==> config.mk <==
export PLATFORM = sky130hd
export DESIGN_NAME = key_input_conditioner
export DESIGN_NICKNAME = d
export VERILOG_FILES = /design/src/rtl/key_input_conditioner.sv
export SDC_FILE = /design/constraint.sdc
export NUM_CORES = 1
export LEC_CHECK = 0
export ABC_CLOCK_PERIOD_IN_PS = 5100
export CAP_MARGIN = 10
export CORE_UTILIZATION = 50
export DETAILED_ROUTE_END_ITERATION = 12
export GPL_ROUTABILITY_DRIVEN = 0
export PLACE_DENSITY = 0.67
export SYNTH_ARGS = -nofsm -noshare
export SYNTH_HDL_FRONTEND = slang
export SYNTH_SLANG_ARGS = --single-unit
==> constraint.sdc <==
create_clock -name clock -period 5.1 [get_ports clock]
set_input_delay 0.51 -clock clock [delete_from_list [all_inputs] [get_ports clock]]
set_output_delay 0.51 -clock clock [all_outputs]
set_load 0.03 [all_outputs]
==> src/rtl/key_input_conditioner.sv <==
// rtl/key_input_conditioner.sv - synchronise, debounce and arbitrate four pushbuttons into one-hot press pulses
module key_input_conditioner #(
  parameter int DEBOUNCE_CYCLES = 1000000,
  parameter bit KEY_ACTIVE_LOW  = 1'b1
) (
  input  logic       clock,
  input  logic       reset,
  input  logic [3:0] key_raw,
  input  logic       enable,
  output logic [3:0] key_pulse,
  output logic [3:0] key_held,
  output logic       any_held
);

  localparam int              CW       = $clog2(DEBOUNCE_CYCLES);
  localparam logic [CW-1:0]   CNT_LAST = CW'(DEBOUNCE_CYCLES - 1);

  localparam logic [1:0] ARMED        = 2'd0;
  localparam logic [1:0] EMIT         = 2'd1;
  localparam logic [1:0] WAIT_RELEASE = 2'd2;

  logic [3:0]    pressed_raw;
  logic [3:0]    sync_meta;
  logic [3:0]    sync_key;
  logic [CW-1:0] cnt [4];
  logic [1:0]    state;
  logic [3:0]    lowest_held;

  // Normalise polarity so that 1 always means pressed from here on.
  assign pressed_raw = KEY_ACTIVE_LOW ? ~key_raw : key_raw;

  assign any_held = |key_held;

  // Two-flop synchroniser; only sync_meta may go metastable. Reset to released.
  always_ff @(posedge clock or posedge reset) begin
    if (reset) begin
      sync_meta <= 4'b0000;
      sync_key  <= 4'b0000;
    end else begin
      sync_meta <= pressed_raw;
      sync_key  <= sync_meta;
    end
  end

  // Per-key debouncer: a new level is accepted only after it has held for
  // DEBOUNCE_CYCLES consecutive cycles; any return to the held level restarts the count.
  always_ff @(posedge clock or posedge reset) begin
    if (reset) begin
      key_held <= 4'b0000;
      for (int i = 0; i < 4; i++) cnt[i] <= '0;
    end else begin
      for (int i = 0; i < 4; i++) begin
        if (sync_key[i] == key_held[i]) begin
          cnt[i] <= '0;
        end else if (cnt[i] == CNT_LAST) begin
          key_held[i] <= sync_key[i];
          cnt[i]      <= '0;
        end else begin
          cnt[i] <= cnt[i] + 1'b1;
        end
      end
    end
  end

  // Priority pick of the lowest-index held key (KEY0 wins).
  always_comb begin
    lowest_held = 4'b0000;
    if (key_held[0])      lowest_held = 4'b0001;
    else if (key_held[1]) lowest_held = 4'b0010;
    else if (key_held[2]) lowest_held = 4'b0100;
    else if (key_held[3]) lowest_held = 4'b1000;
  end

  // Arbiter: one pulse per press, swallowed when disabled, re-armed only when all keys are up.
  // key_pulse is a flop loaded on the ARMED->EMIT edge so it is glitch-free and one-hot.
  always_ff @(posedge clock or posedge reset) begin
    if (reset) begin
      state     <= ARMED;
      key_pulse <= 4'b0000;
    end else begin
      key_pulse <= 4'b0000;
      case (state)
        ARMED: begin
          if (any_held) begin
            if (enable) begin
              state     <= EMIT;
              key_pulse <= lowest_held;
            end else begin
              state <= WAIT_RELEASE;
            end
          end
        end
        EMIT: begin
          state <= WAIT_RELEASE;
        end
        WAIT_RELEASE: begin
          if (!any_held) state <= ARMED;
        end
        default: begin
          state <= ARMED;
        end
      endcase
    end
  end

endmodule

==> run metrics <==
status=finished clean; total grt overflow=0; fill count=839; Cell Area, Synth=4708 µm²; Core Region=9196 µm²; final setup fails=0; initial DRC count=86; Crit-path slowest cell=clkdlybuf4s50_1; Synth area leader=dfrtp_1; Max Root-Sink Buffers=2; grt met1 use=26.54%; Rel. slew slack=30.83%; die width=99.04 µm; Seq/Total Area, Yosys=52.09%; register area=2452 µm²; # nets final=496; Yosys top cell area share=52.09%; Antenna Cells=0; Yosys reg bits=98; layout cells sized above 1=7.143%; mean area per synthesized cell=10.02 µm²; maximum fanout along the worst path=7; PostCTS Resize Cnt=0; H-tree depth=3; worst endpoint required time=4.59 ns; crit-path max cell delay=0.64 ns; Post-Syn Instances=470; Critical Path End Type=output port; Final Max Slew Viols=0; startpoint types=flip-flop; DR pass1 iterations=4; LEAKAGE=2.074 nW; DR vias/cell=5.621; Worst Hold Launch=sync_meta[3]; CTS sink count=98; die outline area=9809 µm²; Initial Utilization=51.20%; first-pass GRT wire length=15,220 µm; most frequent cells in the layout=dfrtp_1 (98), nor2_1 (58), nand3_1 (36); Detailed Route WL=8586 µm; WL per Instance=14.29 µm; setup slack after layout=2.524 ns; dpl cells=585; power per cell area=263.2 nW/µm²; Max Cap Viol=0; Hold Buf Count CTS=0; post-synth cell types=43; met3 Usage GRT=4.965%; CTS tree=built; dpl hpwl=5883 µm; worst setup path class=reg -> out; maximum vdd drop=174.1 µV; most common cell after layout, fill and taps aside=dfrtp_1; PortBufs=15; Tot GR Track Use=19.43%; Final Hold Fails=0; vias=3,378; fmax=0.3882 GHz; worst skew pair latency=0.36 ns; YS warnings=0; Final TNS setup=0 ns; clock-pin slew on the worst setup and hold paths=0.09 ns; Non-Filler Instances=601; Reg-to-Reg Start=cnt[40]; Finished Core Util=56.15%; area grow syn2layout=9.673%; dpl ws=2.790 ns; DRC violations left=0; worst-path cell chain=or4_1 > clkdlybuf4s50_1; area of the multi-input gates=2121 µm²; Critical Path AT=2.07 ns; Die Ht=99.04 µm; largest cells by area after synthesis=dfrtp_1 (52%), xnor2_1 (6.0%), nor2_1 (4.6%); clk root buf=clkbuf_8; syn nets=481; Tcrit/Tclk final=50.51%; min-delay worst type=reg -> reg; minimum clock period=2.576 ns; largest net degree at the start of global routing=60; initial antenna violation count=0; gr busiest metal=met2; Num CTS Buffers=9; # IOs=16; Final Skew=0.007140 ns; worst slew pin tran=1.034 ns; Critical Path Start=key_held[1]; Post-DRT Antenna Nets=0; row count=35; post-CTS setup buffer count=0; RSZ-0062 raised after global routing=no; met2 Use GR=30.66%; vias in the first global route=3,258
-- through the flow --
| step | area (µm²) | hold slack, ns | power [mW] |
|---|---|---|---|
| detailed placement | 4962 | 0.3347 | 0.8664 |
| global placement | 4962 | 0.3345 | 0.8648 |
| CTS | 5164 | 0.3570 | 1.382 |
| global route | 5164 | 0.3586 | 1.414 |
| finish | 5164 | 0.3553 | 1.359 |
| floorplan | 4708 | 0.3312 | 0.8476 |
-- cell type report --
type / count / share of cell area, %
tap: 111 / 2.690
clock inverter: 5 / 1.163
sequential: 98 / 47.49
inverter: 22 / 1.648
timing repair buffer: 17 / 3.198
multi-input combinational: 337 / 41.07
clock buffer: 11 / 2.738
-- path summary, 6_finish.rpt --
check / end / cells past startpoint / slack [ns]
worst max-delay path: any_held / 2 / 2.52
worst min-delay path: sync_key[3] / 0 / 0.36
worst max register to register: cnt[45] / 5 / 2.81
worst min register to register: sync_key[3] / 0 / 0.36
max in group asynchronous: key_pulse[3] / 3 / 3.49
min in group asynchronous: cnt[77] / 2 / 0.61
-- power by group --
group / switching, mW / internal, mW / total [mW]
registers: 0.0109 / 0.787 / 0.798
logic: 0.0347 / 0.0158 / 0.0505
clock network: 0.267 / 0.243 / 0.511
total: 0.313 / 1.05 / 1.36
-- registers in the layout (all words and copies together) (netlist names) --
| register | cells |
|---|---|
| key_held | 4 |
| sync_meta | 4 |
| key_pulse | 4 |
| sync_key | 4 |
| cnt | 80 |
| state | 2 |
-- cell usage after synthesis, drive strengths merged --
cell type	n
or4b	3
nor4b	2
buf	6
o41ai	1
ha	4
nand4	16
nor4	15
nor3	13
or4	17
o21ai	13
inv	22
and3	11
nand2	24
and4	2
xor2	20
and2	4
nor2b	1
nor2	58
nand3	37
nor3b	1
nand4b	2
nand3b	2
dfrtp	98
clkbuf	7
nor4bb	1
xnor2	32
or3	12
or2	2
mux2	4
nand2b	1
a21oi	24
o31ai	15
-- metal layers --
metal | wire [µm] | vias up
met4 | 114 | 0
li1 | - | 1699
met1 | 4257 | 1624
met5 | 0 | -
met2 | 3920 | 45
met3 | 294 | 10
-- critical path: cells and delay by family (launching register included) --
| kind | cells | cell delay (ns) |
|---|---|---|
| buf+inv | 1 | 0.64 |
| flops | 1 | 0.45 |
| simple gates | 1 | 0.61 |
-- logic make-up after synthesis --
logic type               share of synthesized area [%]
XOR/XNOR                                         9.673
adder cells (fa/ha/maj)                          1.063
AO/OA/AOI/OAI                                    7.574
buffers and inverters                            2.976
flip-flops                                       52.09
multiplexers                                    0.9566
AND/OR/NAND/NOR                                  25.67
(Power assumes the default switching activity.)
